<file path="src/rtl/mem_arbiter.sv">
// Two-port (fetch / load-store) arbiter and 3-state sequencer in front of a single-port synchronous memory.
// Optional MEM_ARB_FIXED_PRIO_EN: on a tie port 1 always wins instead of round-robin.
module mem_arbiter #(
   parameter int ADDR_W   = 12,
   parameter int DATA_W   = 12,
   parameter int MEM_SIZE = 4096
) (
   input  logic                clk,
   input  logic                rst_n,
   input  logic [1:0]          req_i,
   input  logic [1:0]          we_i,
   input  logic [2*ADDR_W-1:0] addr_i,
   input  logic [2*DATA_W-1:0] wdata_i,
   output logic [1:0]          gnt_o,
   output logic [1:0]          done_o,
   output logic                err_o,
   output logic [DATA_W-1:0]   rdata_o,
   output logic [ADDR_W-1:0]   mem_addr_o,
   output logic                mem_we_o,
   output logic [DATA_W-1:0]   mem_wdata_o,
   input  logic [DATA_W-1:0]   mem_rdata_i
);

   typedef enum logic [1:0] {IDLE, ACCESS, RESP} state_e;

   // One extra bit so MEM_SIZE == 2**ADDR_W compares correctly.
   localparam logic [ADDR_W:0] LIMIT = (ADDR_W+1)'(MEM_SIZE);

   state_e              state_q, state_d;
   logic                win_q, win_d;
   logic                we_q, we_d;
   logic                oor_q, oor_d;
   logic                mem_we_q, mem_we_d;
   logic [ADDR_W-1:0]   addr_q, addr_d;
   logic [DATA_W-1:0]   wdata_q, wdata_d;
   logic [DATA_W-1:0]   rdata_q, rdata_d;
   logic [1:0]          gnt_q, gnt_d;
   logic [1:0]          done_q, done_d;
   logic                err_q, err_d;

   logic                sel;
   logic [ADDR_W-1:0]   sel_addr;
   logic [DATA_W-1:0]   sel_wdata;
   logic                sel_we;
   logic                sel_oor;

`ifdef MEM_ARB_FIXED_PRIO_EN
   assign sel = req_i[1];
`else
   logic last_gnt_q;

   // Reset to 1 so port 0 wins the first tie.
   always_ff @(posedge clk or negedge rst_n) begin
      if (!rst_n)
         last_gnt_q <= 1'b1;
      else if (state_q == IDLE && |req_i)
         last_gnt_q <= sel;
   end

   assign sel = (&req_i) ? ~last_gnt_q : req_i[1];
`endif

   assign sel_addr  = sel ? addr_i[ADDR_W +: ADDR_W]  : addr_i[0 +: ADDR_W];
   assign sel_wdata = sel ? wdata_i[DATA_W +: DATA_W] : wdata_i[0 +: DATA_W];
   assign sel_we    = sel ? we_i[1] : we_i[0];
   assign sel_oor   = ({1'b0, sel_addr} >= LIMIT);

   always_comb begin
      state_d  = state_q;
      win_d    = win_q;
      we_d     = we_q;
      oor_d    = oor_q;
      addr_d   = addr_q;
      wdata_d  = wdata_q;
      rdata_d  = rdata_q;
      mem_we_d = 1'b0;
      gnt_d    = 2'b00;
      done_d   = 2'b00;
      err_d    = 1'b0;
      case (state_q)
         IDLE: begin
            if (|req_i) begin
               state_d    = ACCESS;
               win_d      = sel;
               we_d       = sel_we;
               oor_d      = sel_oor;
               addr_d     = sel_addr;
               wdata_d    = sel_wdata;
               mem_we_d   = sel_we & ~sel_oor;
               gnt_d[sel] = 1'b1;
            end
         end
         ACCESS: state_d = RESP;
         RESP: begin
            state_d       = IDLE;
            done_d[win_q] = 1'b1;
            err_d         = oor_q;
            if (!we_q && !oor_q)
               rdata_d = mem_rdata_i;
         end
         default: state_d = IDLE;
      endcase
   end

   // mem_we_q is only ever high during ACCESS; async reset kills it at once.
   always_ff @(posedge clk or negedge rst_n) begin
      if (!rst_n) begin
         state_q  <= IDLE;
         win_q    <= 1'b0;
         we_q     <= 1'b0;
         oor_q    <= 1'b0;
         mem_we_q <= 1'b0;
         addr_q   <= '0;
         wdata_q  <= '0;
         rdata_q  <= '0;
         gnt_q    <= 2'b00;
         done_q   <= 2'b00;
         err_q    <= 1'b0;
      end else begin
         state_q  <= state_d;
         win_q    <= win_d;
         we_q     <= we_d;
         oor_q    <= oor_d;
         mem_we_q <= mem_we_d;
         addr_q   <= addr_d;
         wdata_q  <= wdata_d;
         rdata_q  <= rdata_d;
         gnt_q    <= gnt_d;
         done_q   <= done_d;
         err_q    <= err_d;
      end
   end

   assign gnt_o       = gnt_q;
   assign done_o      = done_q;
   assign err_o       = err_q;
   assign rdata_o     = rdata_q;
   assign mem_addr_o  = addr_q;
   assign mem_we_o    = mem_we_q;
   assign mem_wdata_o = wdata_q;

endmodule

</file>
<file path="config.mk">
export PLATFORM = sky130hd
export DESIGN_NAME = mem_arbiter
export DESIGN_NICKNAME = d
export VERILOG_FILES = /design/src/rtl/mem_arbiter.sv
export SDC_FILE = /design/constraint.sdc
export NUM_CORES = 1
export LEC_CHECK = 0
export CAP_MARGIN = 10
export CORE_MARGIN = 4
export CORE_UTILIZATION = 34
export CTS_CLUSTER_SIZE = 10
export DETAILED_ROUTE_END_ITERATION = 8
export PLACE_DENSITY = 0.85
export SLEW_MARGIN = 20
export SYNTH_ARGS = -nofsm -noshare
export SYNTH_HDL_FRONTEND = slang
export SYNTH_SLANG_ARGS = --single-unit
</file>
<file path="constraint.sdc">
create_clock -name clk -period 1.35 [get_ports clk]
set_clock_uncertainty 0.05 [all_clocks]
set_input_delay 0.27 -clock clk [delete_from_list [all_inputs] [get_ports clk]]
set_output_delay 0.27 -clock clk [all_outputs]
set_load 0.02 [all_outputs]
</file>
==> flow_summary_export.csv, run 1 <==
group,metric,value,unit
run_status,status,"complete, but fails checks",
run_status,violations,"negative setup slack",
cells_and_area,drive_gt1_share,15.2,%
yosys,netlist_area,0.00190,mm2
global_routing,grt_first_pass_wirelength,8.22,mm
detailed_routing,drt_wl_total,5.34,mm
worst_hold_path,whs_path_depth,1,
yosys,ys_ff_latch,46,
yosys,async_flop_share,100,%
place,place_inst,335,
critical_path,crit_fanout,15,
yosys,syn-num-nets,224,
place,pre_cts_slack,-0.389,ns
cells_and_area,syn2layout_area_growth,71.9,%
sta,finalSetupViolations,23,
critical_path,rr_worst_depth,4,
global_routing,track_usage,16.1,%
cells_and_area,fin_nets,341,
critical_path,cp_data_arrival_time,1.51,ns
yosys,yosysWarnings,0,
yosys,synth_seq_area_share,60.6,%
yosys,synth_edf_count,0,
cells_and_area,fill_cells,454,
yosys,synth_cell_types,26,
global_routing,grt_pass1_vias,1739,
floorplan,die_area,0.00685,mm2
critical_path,path_class,"reg2reg",
floorplan,start_util,36.1,%
worst_hold_path,hp-start,"win_q$_DFFE_PN0P_",
floorplan,ioPinCount,108,
pwr,peakVddDrop,0.829,mV
pwr,powerDensity,2140,mW/mm2
detailed_routing,drtIter0Drc,41,
pwr,leakagePower,0.00148,uW
worst_hold_path,holdPathEnd,"done_o[0]$_DFF_PN0_",
clock_tree,ctsHtreeMaxLevel,2,
worst_hold_path,hold_class,"reg2reg",
cells_and_area,seq_area,0.00115,mm2
floorplan,die_h,82.8,um
detailed_routing,post-route-drc-count,0,
detailed_routing,vias,1679,
sta,post-route-min-period,1.38,ns
global_routing,overflow,0,
place,post-dp-hpwl,4.06,mm
clock_tree,cts_tree,"yes",
clock_tree,cts_root_buf,"clkbuf_8",
yosys,synth_flop_cell,"dfrtp_1",
critical_path,required,1.48,ns
detailed_routing,antenna_left,0,
cells_and_area,fin_cells,346,
cells_and_area,layout_common_cells,"clkdlybuf4s50_1 (62), dfrtp_1 (44), clkdlybuf4s15_1 (26)",
cells_and_area,num_antenna_cells,0,
critical_path,r2r_end,"mem_addr_o[3]$_DFFE_PN0P_",
cells_and_area,layout_commonest_cell,"clkdlybuf4s50_1",
critical_path,timing.rr.start,"state_q[1]$_DFFE_PN0P_",
cells_and_area,multi_input_area,728,um2
clock_tree,clock_sinks,46,
sta,slew_violations,0,
floorplan,die-width,82.8,um
floorplan,coreArea,0.00527,mm2
place,gp_congestion,0.713,
yosys,syn_inst,158,
sta,rsz0062_at_grt,"true",
place,port_buffers,106,
floorplan,rows,26,
clock_tree,clk_latency,0.29,ns
sta,max_freq,0.727,GHz
sta,hold_viol,0,
clock_tree,clk_path_buf_depth,2,
critical_path,end_kind,"register",
global_routing,grt_max_degree,47,
sta,setup_slack,-0.0263,ns
detailed_routing,vias_per_cell,4.85,
sta,fin_setup_tns,-0.276,ns
yosys,synth.avg_cell_area,12.0,um2
global_routing,antenna_found_initial,0,
critical_path,cp-start-kind,"register",
clock_tree,clkTransAtPathRegs,0.08,ns
detailed_routing,wl_per_cell,15.4,um
detailed_routing,first_pass_iters,4,
clock_tree,cts_inserted_buffers,5,
job,cap_violations,0,
sta,finalCritPeriodShare,102,%
critical_path,reg2reg_slack,-0.03,ns
==> stage by stage <==
stage	instance area, um2	total power, uW	hold WS (ns)	utilization (%)
after global routing	3270	7510	0.404	62.0
after global placement	3130	6230	0.215	59.4
after detailed placement	3130	6340	0.222	59.4
after CTS	3220	6940	0.378	61.1
after floorplan	1930	4440	-0.0756	-
final	3270	7000	0.373	62.0
==> worst max-delay path by stage <==
stage	startpoint	end	cells past startpoint
after floorplan	last_gnt_q$_DFFE_PN1P_	mem_addr_o[10]$_DFFE_PN0P_	5
after global placement	req_i[0]	mem_wdata_o[9]$_DFFE_PN0P_	4
after detailed placement	req_i[0]	mem_addr_o[1]$_DFFE_PN0P_	4
after CTS	state_q[0]$_DFFE_PN0P_	rdata_o[6]$_DFFE_PN0P_	4
after global routing	state_q[0]$_DFFE_PN0P_	rdata_o[1]$_DFFE_PN0P_	4
final	state_q[1]$_DFFE_PN0P_	mem_addr_o[3]$_DFFE_PN0P_	4
==> power by group <==
group	internal [uW]	switching (uW)	leakage [uW]
combinational	1690	1870	0.000878
clock	554	441	0.0000524
sequential	2060	377	0.000551
total	4310	2690	0.00148
==> flip-flops by register name, indices dropped and copies added (netlist names) <==
| signal | flops |
|---|---|
| done_o | 2 |
| gnt_o | 2 |
| last_gnt_q | 1 |
| mem_addr_o | 12 |
| mem_wdata_o | 12 |
| mem_we_o | 1 |
| rdata_o | 12 |
| state_q | 2 |
| we_q | 1 |
| win_q | 1 |
==> routing by layer <==
| metal | global-route usage, % | routed length [um] | part of all wire (%) |
|---|---|---|---|
| met1 | 19.2 | 2110 | 39 |
| met2 | 28.0 | 2690 | 50 |
| met3 | 4.86 | 493 | 9.2 |
| met4 | 4.41 | 52 | 0.97 |
| met5 | 0 | 0 | 0 |
==> Yosys cell counts (2+ instances only) <==
master | instances | area share (%)
nand2_1 | 19 | 3.8
clkbuf_1 | 5 | 0.99
nor2_1 | 5 | 0.99
a31oi_1 | 9 | 3.0
a221o_1 | 15 | 7.9
buf_6 | 2 | 1.2
dfrtp_1 | 45 | 59
and3_1 | 15 | 4.9
buf_2 | 4 | 1.1
a21oi_1 | 11 | 2.9
or2_1 | 2 | 0.66
mux2_1 | 12 | 7.1
==> critical path, stage by stage (launching register included) <==
cell and delay [ns]:
dfrtp_2 0.46, nor2_4 0.17, nand2_2 0.09, buf_12 0.15
a221o_1 0.34
==> kinds of logic after synthesis <==
family / Yosys count / share of synthesized area [%]
and+or+nand+nor: 45 / 12.2
other: 1 / 0.197
DFF: 46 / 60.6
AOI/OAI and AO/OA: 39 / 15.4
muxes: 13 / 7.63
buffers and inverters: 14 / 4.01
==> layout make-up <==
cell class / count / area share, %
Tap cell: 70 / 2.68
Multi-Input combinational cell: 98 / 22.3
Timing Repair Buffer: 122 / 36.2
Clock inverter: 1 / 0.918
Sequential cell: 46 / 35.3
Inverter: 2 / 0.306
Clock buffer: 7 / 2.33
==> timing repair <==
action | CTS | global route
hold buffers | 1 | 0
buffers inserted | 0 | 2
resized for setup | 50 | 42
endpoints found under the hold margin | 45 | 0
pin swaps | 4 | 2
setup endpoints to repair | 75 | 71
Note: power is estimated with default switching activity, not from simulation.
==> inputs of run 2 (changes only) <==
Settings changed: CAP_MARGIN 10 to default.
==> results of run 2 <==
The final DEF is identical to that of run 1; final timing and power are the same.
==> inputs of run 3 (changes only) <==
Settings changed: REMOVE_ABC_BUFFERS from default to 1.
==> flow_summary_export.csv, run 3 (synthesis results as in run 1) <==
group,metric,value,unit
place,post-dp-hpwl,4.16,mm
clock_tree,clk_path_buf_depth,2,
global_routing,grt_first_pass_wirelength,9.08,mm
global_routing,antenna_found_initial,0,
clock_tree,cts_inserted_buffers,5,
pwr,peakVddDrop,1.24,mV
sta,finalSetupViolations,22,
pwr,powerDensity,2180,mW/mm2
detailed_routing,vias,1821,
detailed_routing,wl_per_cell,18.3,um
sta,rsz0062_at_grt,"true",
place,gp_congestion,0.733,
cells_and_area,finish.utilization,68.0,%
sta,hold_viol,0,
critical_path,cp_data_arrival_time,1.54,ns
floorplan,die_area,0.00685,mm2
place,place_inst,336,
detailed_routing,drt_wl_total,6.51,mm
cells_and_area,layout_common_cells,"clkdlybuf4s50_1 (62), dfrtp_1 (43), clkdlybuf4s15_1 (29)",
critical_path,required,1.48,ns
detailed_routing,vias_per_cell,5.12,
critical_path,end_kind,"register",
cells_and_area,fin_cells,356,
critical_path,crit_fanout,9,
floorplan,coreArea,0.00527,mm2
sta,slew_violations,0,
pwr,total_power,7820,uW
global_routing,grt_max_degree,47,
cells_and_area,layout_commonest_cell,"clkdlybuf4s50_1",
floorplan,die-width,82.8,um
cells_and_area,drive_gt1_share,29.0,%
place,port_buffers,106,
clock_tree,cts_tree,"yes",
run_status,status,"complete, but fails checks",
clock_tree,clk_latency,0.29,ns
sta,post-route-min-period,1.41,ns
floorplan,start_util,36.1,%
critical_path,cp_cell_sequence,"a21boi_4, buf_6, and3_1, a221o_1",
detailed_routing,drtIter0Drc,112,
clock_tree,cts_root_buf,"clkbuf_8",
sta,finalCritPeriodShare,104,%
clock_tree,ctsHtreeMaxLevel,2,
cells_and_area,fin_nets,352,
critical_path,path_class,"reg2reg",
detailed_routing,post-route-drc-count,0,
global_routing,grt_pass1_vias,1805,
sta,fin_setup_tns,-0.402,ns
cells_and_area,num_antenna_cells,0,
global_routing,overflow,0,
global_routing,track_usage,18.0,%
detailed_routing,antenna_left,0,
cells_and_area,syn2layout_area_growth,88.4,%
job,cap_violations,0,
critical_path,cpPeakStageDelay,0.58,ns
sta,max_freq,0.709,GHz
floorplan,ioPinCount,108,
run_status,violations,"negative setup slack",
sta,setup_slack,-0.0597,ns
pwr,leakagePower,0.00160,uW
worst_hold_path,hold_class,"reg2reg",
critical_path,cpMaxStageDelayCell,"dfstp_2",
floorplan,die_h,82.8,um
critical_path,cp-start-kind,"register",
detailed_routing,first_pass_iters,4,
clock_tree,clkTransAtPathRegs,0.08,ns
clock_tree,clock_sinks,46,
floorplan,rows,26,
place,pre_cts_slack,-0.401,ns
==> run 3: cell count changes in the layout (fill, tap and decap cells not counted), sizes merged <==
cell | previous run | this run
buf | 16 | 24
clkdlybuf4s15 | 26 | 29
clkbuf | 13 | 11
and3 | 16 | 17
clkinv | 0 | 1
inv | 2 | 1
==> run 3: timing repair <==
item                       4_1_cts  5_1_grt
setup endpoints to repair       79       68
hold endpoints to repair        45        0
resized for setup               75       69
cloned                           4        2
hold buffers                     1        0
pin swaps                       10       27
buffers inserted                 5        1
==> run 3: routing by layer <==
metal	vias up	track usage (%)	part of all wire (%)
li1	832	-	-
met1	888	20.5	39
met2	89	31.9	50
met3	12	6.05	9.5
met4	0	5.07	1.6
met5	-	0	0
==> run 3: critical path, delay by kind of cell, from the launching register on <==
| family | cells | cell delay (ns) |
|---|---|---|
| compound gates | 2 | 0.35 |
| flops | 1 | 0.58 |
| buf+inv | 1 | 0.15 |
| simple gates | 1 | 0.17 |
==> run 3: final cells by class <==
class                           instances  area [um2]
Tap cell                               70        87.6
Clock inverter                          1        30.0
Sequential cell                        46        1150
Multi-Input combinational cell         99         892
Inverter                                2        8.76
Fill cell                             377        1690
Clock buffer                            6        82.6
Timing Repair Buffer                  132        1330
==> run 3: path summary, 6_finish.rpt <==
| check | from | endpoint | slack (ns) | cells past startpoint |
|---|---|---|---|---|
| max | last_gnt_q$_DFFE_PN1P_ | mem_addr_o[9]$_DFFE_PN0P_ | -0.06 | 4 |
| min reg2reg | win_q$_DFFE_PN0P_ | done_o[0]$_DFF_PN0_ | 0.38 | 1 |
| min | win_q$_DFFE_PN0P_ | done_o[0]$_DFF_PN0_ | 0.38 | 1 |
| max reg2reg | last_gnt_q$_DFFE_PN1P_ | mem_addr_o[9]$_DFFE_PN0P_ | -0.06 | 4 |
| max in group asynchronous | rst_n | last_gnt_q$_DFFE_PN1P_ | 0.52 | 3 |
| min in group asynchronous | rst_n | mem_addr_o[5]$_DFFE_PN0P_ | 0.46 | 3 |
==> run 3: power by group <==
group,switching [uW],internal (uW),leakage (uW)
registers,406,2070,0.000550
logic,2110,2200,0.000991
clock network,442,592,0.0000573
total,2960,4860,0.00160
==> run 3: metrics by stage <==
step                instance area [um2]  hold slack [ns]
floorplan                          1830          -0.0756
global placement                   3110            0.217
detailed placement                 3110            0.232
CTS                                3360            0.374
global route                       3580            0.388
finish                             3580            0.379
